==> src/rtl/ctrl_ret_stack_param_if.sv <==
// Purpose : control/status bundle between a return-stack user and ctrl_ret_stack_param.
// Latency : n/a (wires only); status signals reflect the stack state registered at the last edge.
// Backpr. : none; push/pop are accepted every cycle, errors are reported via sticky flags.
// Ports   : push/pop/push_addr/flush/err_clr from master; top_addr/count/empty/full/overflow/underflow
//           from slave. With CRS_CHECKPOINT_EN defined, ckpt_save/ckpt_restore are added (master->slave).
interface ctrl_ret_stack_param_if #(
    parameter int ADDR_W = 10,
    parameter int DEPTH  = 8
);
    localparam int CNT_W = $clog2(DEPTH) + 1;

    logic              push;
    logic              pop;
    logic [ADDR_W-1:0] push_addr;
    logic              flush;
    logic              err_clr;
    logic [ADDR_W-1:0] top_addr;
    logic [CNT_W-1:0]  count;
    logic              empty;
    logic              full;
    logic              overflow;
    logic              underflow;

`ifdef CRS_CHECKPOINT_EN
    logic              ckpt_save;
    logic              ckpt_restore;

    modport master (
        output push, pop, push_addr, flush, err_clr, ckpt_save, ckpt_restore,
        input  top_addr, count, empty, full, overflow, underflow
    );
    modport slave (
        input  push, pop, push_addr, flush, err_clr, ckpt_save, ckpt_restore,
        output top_addr, count, empty, full, overflow, underflow
    );
`else
    modport master (
        output push, pop, push_addr, flush, err_clr,
        input  top_addr, count, empty, full, overflow, underflow
    );
    modport slave (
        input  push, pop, push_addr, flush, err_clr,
        output top_addr, count, empty, full, overflow, underflow
    );
`endif
endinterface

==> src/rtl/ctrl_ret_stack_param.sv <==
// Purpose : parametrised call/return address stack (push on call, pop on return, push+pop = tail call).
// Latency : one cycle; a push/pop at edge N is visible on top_addr/count right after edge N.
// Backpr. : none; push when full saturates (OVF_MODE=0) or overwrites oldest (OVF_MODE=1), pop when
//           empty is ignored; both set sticky flags cleared by err_clr.
// Ports   : clk, reset (synchronous, active-high), bus (ctrl_ret_stack_param_if.slave).
// Option  : define CRS_CHECKPOINT_EN to add ckpt_save/ckpt_restore of {ptr, cnt} for branch recovery.
module ctrl_ret_stack_param #(
    parameter int ADDR_W   = 10,
    parameter int DEPTH    = 8,
    parameter int OVF_MODE = 0
) (
    input logic                   clk,
    input logic                   reset,
    ctrl_ret_stack_param_if.slave bus
);
    localparam int PTR_W = $clog2(DEPTH);
    localparam int CNT_W = PTR_W + 1;
    localparam logic [CNT_W-1:0] FULL_CNT = CNT_W'(DEPTH);

    logic [ADDR_W-1:0] mem [DEPTH];
    logic [PTR_W-1:0]  ptr, ptr_nxt, top_idx, wr_idx;
    logic [CNT_W-1:0]  cnt, cnt_nxt;
    logic              wr_en, ovf_ev, unf_ev;
    logic              ovf, unf;
    logic              is_empty, is_full;

`ifdef CRS_CHECKPOINT_EN
    logic [PTR_W-1:0]  shd_ptr;
    logic [CNT_W-1:0]  shd_cnt;
`endif

    // ptr is the next write slot; DEPTH is a power of 2 so the subtraction wraps for free.
    assign top_idx  = ptr - 1'b1;
    assign is_empty = (cnt == '0);
    assign is_full  = (cnt == FULL_CNT);

    assign bus.top_addr  = is_empty ? '0 : mem[top_idx];
    assign bus.count     = cnt;
    assign bus.empty     = is_empty;
    assign bus.full      = is_full;
    assign bus.overflow  = ovf;
    assign bus.underflow = unf;

    always_comb begin
        ptr_nxt = ptr;
        cnt_nxt = cnt;
        wr_en   = 1'b0;
        wr_idx  = ptr;
        ovf_ev  = 1'b0;
        unf_ev  = 1'b0;
        if (bus.flush) begin
            ptr_nxt = '0;
            cnt_nxt = '0;
`ifdef CRS_CHECKPOINT_EN
        end else if (bus.ckpt_restore) begin
            ptr_nxt = shd_ptr;
            cnt_nxt = shd_cnt;
`endif
        end else if (bus.push && bus.pop) begin
            if (!is_empty) begin
                // Tail call: replace the top entry in place.
                wr_en  = 1'b1;
                wr_idx = top_idx;
            end else begin
                // Nothing to pop: flag it, then behave as a push into a fresh stack.
                unf_ev  = 1'b1;
                wr_en   = 1'b1;
                wr_idx  = '0;
                ptr_nxt = PTR_W'(1);
                cnt_nxt = CNT_W'(1);
            end
        end else if (bus.push) begin
            if (!is_full) begin
                wr_en   = 1'b1;
                ptr_nxt = ptr + 1'b1;
                cnt_nxt = cnt + 1'b1;
            end else begin
                ovf_ev = 1'b1;
                if (OVF_MODE == 1) begin
                    // Slot at ptr holds the oldest entry when full; overwrite it and keep cnt.
                    wr_en   = 1'b1;
                    ptr_nxt = ptr + 1'b1;
                end
            end
        end else if (bus.pop) begin
            if (!is_empty) begin
                ptr_nxt = ptr - 1'b1;
                cnt_nxt = cnt - 1'b1;
            end else begin
                unf_ev = 1'b1;
            end
        end
    end

    always_ff @(posedge clk) begin
        if (reset) begin
            ptr <= '0;
            cnt <= '0;
            ovf <= 1'b0;
            unf <= 1'b0;
        end else begin
            ptr <= ptr_nxt;
            cnt <= cnt_nxt;
            // A new error event beats a simultaneous clear.
            if (ovf_ev)           ovf <= 1'b1;
            else if (bus.err_clr) ovf <= 1'b0;
            if (unf_ev)           unf <= 1'b1;
            else if (bus.err_clr) unf <= 1'b0;
        end
    end

    // Storage is deliberately not reset; cnt gates visibility of stale entries.
    always_ff @(posedge clk) begin
        if (!reset && wr_en) begin
            mem[wr_idx] <= bus.push_addr;
        end
    end

`ifdef CRS_CHECKPOINT_EN
    always_ff @(posedge clk) begin
        if (reset) begin
            shd_ptr <= '0;
            shd_cnt <= '0;
        end else if (bus.ckpt_save && !bus.ckpt_restore) begin
            shd_ptr <= ptr;
            shd_cnt <= cnt;
        end
    end
`endif
endmodule

==> src/flat_wrapper.sv <==
// flat-port wrapper written by rule: the top's interface ports become plain ports
module ctrl_ret_stack_param_flat 
#(
    parameter int ADDR_W   = 10,
    parameter int DEPTH    = 8,
    parameter int OVF_MODE = 0
)
  (clk, reset, bus_push, bus_pop, bus_push_addr, bus_flush, bus_err_clr, bus_top_addr, bus_count, bus_empty, bus_full, bus_overflow, bus_underflow);
  ctrl_ret_stack_param_if #(.ADDR_W(ADDR_W), .DEPTH(DEPTH)) bus_i ();
  input logic clk;
  input logic reset;
  input wire logic [$bits(bus_i.push)-1:0] bus_push;
  input wire logic [$bits(bus_i.pop)-1:0] bus_pop;
  input wire logic [$bits(bus_i.push_addr)-1:0] bus_push_addr;
  input wire logic [$bits(bus_i.flush)-1:0] bus_flush;
  input wire logic [$bits(bus_i.err_clr)-1:0] bus_err_clr;
  output wire logic [$bits(bus_i.top_addr)-1:0] bus_top_addr;
  output wire logic [$bits(bus_i.count)-1:0] bus_count;
  output wire logic [$bits(bus_i.empty)-1:0] bus_empty;
  output wire logic [$bits(bus_i.full)-1:0] bus_full;
  output wire logic [$bits(bus_i.overflow)-1:0] bus_overflow;
  output wire logic [$bits(bus_i.underflow)-1:0] bus_underflow;
  assign bus_i.push = bus_push;
  assign bus_i.pop = bus_pop;
  assign bus_i.push_addr = bus_push_addr;
  assign bus_i.flush = bus_flush;
  assign bus_i.err_clr = bus_err_clr;
  assign bus_top_addr = bus_i.top_addr;
  assign bus_count = bus_i.count;
  assign bus_empty = bus_i.empty;
  assign bus_full = bus_i.full;
  assign bus_overflow = bus_i.overflow;
  assign bus_underflow = bus_i.underflow;
  ctrl_ret_stack_param #(.ADDR_W(ADDR_W), .DEPTH(DEPTH), .OVF_MODE(OVF_MODE)) u_core (.clk(clk), .reset(reset), .bus(bus_i));
endmodule
==> config.mk <==
export PLATFORM = sky130hd
export DESIGN_NAME = ctrl_ret_stack_param_flat
export DESIGN_NICKNAME = d
export VERILOG_FILES = /design/src/rtl/ctrl_ret_stack_param_if.sv /design/src/rtl/ctrl_ret_stack_param.sv /design/src/flat_wrapper.sv
export SDC_FILE = /design/constraint.sdc
export NUM_CORES = 1
export LEC_CHECK = 0
export ABC_AREA = 1
export CAP_MARGIN = 20
export CORE_ASPECT_RATIO = 0.5
export CORE_MARGIN = 5
export CORE_UTILIZATION = 45
export CTS_CLUSTER_DIAMETER = 100
export CTS_CLUSTER_SIZE = 12
export DETAILED_ROUTE_END_ITERATION = 7
export DONT_BUFFER_PORTS = 1
export GPL_ROUTABILITY_DRIVEN = 0
export SETUP_SLACK_MARGIN = 0.3
export SLEW_MARGIN = 20
export SYNTH_ARGS = -nofsm -noshare
export SYNTH_HDL_FRONTEND = slang
export SYNTH_SLANG_ARGS = --single-unit
==> constraint.sdc <==
create_clock -name clk -period 2.5 [get_ports clk]
set_input_delay 0.75 -clock clk [delete_from_list [all_inputs] [get_ports clk]]
set_output_delay 0.75 -clock clk [all_outputs]
set_load 0.02 [all_outputs]
==> impl_metrics.json <==
{
  "status": "finished with violations",
  "violations": "setup timing",
  "maxSlewHeadroom_pct": 70.4,
  "synth_seq_cells": 89,
  "dp_cells": 469,
  "drc": 0,
  "grt_start_max_net_pins": 44,
  "r2r_setup_slack_ps": 510,
  "grt_pass1_vias": 2698,
  "path_class": "register to output pin",
  "die_w_um": 141,
  "cts_made_buffers": 9,
  "syn_avg_cell_area_um2": 10.9,
  "first_pass_iters": 4,
  "multi_input_area_um2": 1240,
  "row_count": 23,
  "antenna_found_initial": 0,
  "finalPower_mw": 3.60,
  "die_height_um": 75.5,
  "fin_util_pct": 56.7,
  "clkLatencyLatePin_ps": 340,
  "worstSetupStartpointType": "register",
  "clk_path_buf_depth": 2,
  "synth-edff-count": 80,
  "synth_top_family_by_area": "simple AND/OR/NAND/NOR gates",
  "post_drt_wl_per_cell_um": 18.5,
  "hold_buffers": 0,
  "regArea_um2": 2590,
  "synth_top_cell_area_share_pct": 62.3,
  "wl_mm": 9.14,
  "syn_inst": 355,
  "hold_viol": 0,
  "dieArea_um2": 10600,
  "preCtsSetupSlack_ps": 4.96,
  "worst_slack_ps": -113,
  "io_pins": 34,
  "hold_class": "input pin to register",
  "cp-end-kind": "output pin",
  "n_antenna_cell": 0,
  "cts-root-buf": "clkbuf_16",
  "async_flop_share_pct": 0,
  "grt_overflow_total": 0,
  "ys.warnings.count": 0,
  "power.density_nw_per_um2": 778,
  "cts_tree": "done",
  "synthTopCellsByCount": "nor2_1 (90), edfxtp_1 (80), nand2_1 (39)",
  "cp.arrival_ps": 1860,
  "place_area_um2": 4180,
  "maxCapViolCount": 0,
  "syn-cell-area_um2": 3860,
  "port_buffers": 0,
  "cp.required_ps": 1750,
  "synth-simple-area-share_pct": 16.0,
  "cts_sinks": 89,
  "antenna_left": 0,
  "final_nets": 398,
  "htreeDepth": 3,
  "ys.flop_type": "edfxtp_1",
  "fin_worst_skew_ps": 5.16,
  "synthMuxAreaShare_pct": 0,
  "via_per_inst": 5.44,
  "yosys.area.top_type": "edfxtp_1",
  "grt_pass1_wl_mm": 14.8,
  "num-fill-cells": 707,
  "dpl.hpwl_mm": 5.41,
  "core_um2": 8170,
  "vdd_drop_max_mv": 0.448,
  "synth_compound_area_share_pct": 11.2,
  "timing.final.crit_share_pct": 105,
  "cp_max_fo": 6,
  "synth.distinct_cells": 27,
  "p_leak_nw": 1.63,
  "report.final.slew_viol_count": 0,
  "drtIter0Drc": 189,
  "synth_fp_nets": 376,
  "finalCriticalPeriod_ps": 2610,
  "setup_violations": 10,
  "grt_usage_pct": 19.0,
  "synth_fa_ha_area_share_pct": 1.82,
  "vias": 2688,
  "synth-xor-area-share_pct": 0.454,
  "initial_core_util_pct": 47.2,
  "synthTopCellsByArea": "edfxtp_1 (62%), nor2_1 (8.8%), dfxtp_1 (4.7%)",
  "area_growth_syn_to_layout_pct": 20.0,
  "rsz0062_at_grt": "yes",
  "timing.fmax_mhz": 383,
  "fin_area_um2": 4630,
  "ys_seq_area_share_pct": 66.9,
  "yosys.cell_count.top_type": "nor2_1",
  "layout-drive-gt1-share_pct": 21.5,
  "clkTransAtPathRegs_ps": 60,
  "worstMarginPinSlew_ps": 443,
  "layout.cells.non_filler": 494
}
==> metal layers <==
metal | global-route usage (%) | up-vias | part of all wire [%] | wire [um]
li1 | - | 1286 | - | -
met1 | 24.6 | 1327 | 46 | 4190
met4 | 6.23 | 0 | 0.90 | 82
met2 | 30.7 | 67 | 46 | 4230
met3 | 6.58 | 8 | 7.0 | 641
met5 | 0 | - | 0 | 0
==> where the power goes <==
part / internal (mW) / switching, mW
clock: 0.886 / 0.588
combinational: 0.166 / 0.315
sequential: 1.64 / 0.0104
total: 2.69 / 0.913
==> final timing paths <==
check	end	cells after the start	startpoint
worst max-delay path	bus_top_addr[6]	8	u_core.ptr[0]$_SDFFE_PP0P_
worst min register to register	u_core.bus.underflow$_SDFFE_PP0P_	2	u_core.bus.underflow$_SDFFE_PP0P_
worst min-delay path	u_core.bus.underflow$_SDFFE_PP0P_	1	reset
worst max register to register	u_core.mem[1][4]$_DFFE_PP_	9	u_core.ptr[0]$_SDFFE_PP0P_
==> logic make-up (layout without fill, tap and decap cells) <==
logic type	Yosys count	count (layout)
AND/OR/NAND/NOR	148	148
flip-flops	89	89
AO/OA/AOI/OAI	76	76
buffers and inverters	35	62
adder cells (fa/ha/maj)	5	5
XOR/XNOR	2	2
==> repair_timing <==
action | 4_1_cts | 5_1_grt
setup buffers | 7 | 0
gates cloned | 2 | 0
resized for setup | 9 | 5
setup endpoints to repair | 11 | 11
pin swaps | 8 | 2
==> registers in the layout, summed over array words and instances (netlist names) <==
| name | count |
|---|---|
| u_core.bus.overflow | 1 |
| u_core.mem | 80 |
| u_core.bus.underflow | 1 |
| u_core.ptr | 3 |
| u_core.bus.count | 4 |
==> layout make-up <==
cell class	instances	area share, %
timing repair inverter	1	0.162
timing repair buffer	25	5.46
clock inverter	7	2.13
multi-input combinational	231	26.7
clock buffer	9	4.86
sequential	89	55.9
inverter	20	1.76
tap	112	3.03
==> cell usage in the layout, fill, tap and decap left out, types with 2 or more instances in the layout <==
| cell type | netlist | routed |
|---|---|---|
| clkinv_2 | 0 | 2 |
| o211ai_1 | 11 | 11 |
| clkbuf_16 | 0 | 9 |
| nor2_4 | 2 | 12 |
| o22ai_1 | 11 | 11 |
| nand3_1 | 5 | 5 |
| nand3_2 | 3 | 3 |
| ha_1 | 4 | 3 |
| inv_6 | 0 | 2 |
| buf_6 | 0 | 2 |
| o21ai_0 | 33 | 28 |
| nand2_1 | 39 | 39 |
| dfxtp_1 | 9 | 7 |
| edfxtp_1 | 80 | 80 |
| buf_4 | 0 | 19 |
| clkinvlp_4 | 0 | 2 |
| inv_1 | 14 | 10 |
| a21oi_1 | 7 | 7 |
| buf_12 | 0 | 3 |
| nand2_2 | 4 | 4 |
| inv_2 | 6 | 8 |
| bufinv_16 | 0 | 2 |
| nor2_1 | 90 | 78 |
| o21ai_1 | 12 | 17 |
| nor2_2 | 3 | 5 |
==> critical path, cell delays in order, from the launching register on <==
cell and delay [ps]:
dfxtp_4 370, inv_4 40, ha_4 320, buf_12 140
clkinvlp_4 180, o21ai_1 130, o22ai_1 80, nor2_1 190
nor2_4 80
==> metrics by stage <==
stage	setup TNS [ps]	hold slack (ps)
2_1_floorplan	0	458
3_3_place_gp	0	474
3_5_place_dp	0	507
4_1_cts	-716	455
5_1_grt	-1760	456
6_report	-850	469
(Power assumes the default switching activity.)
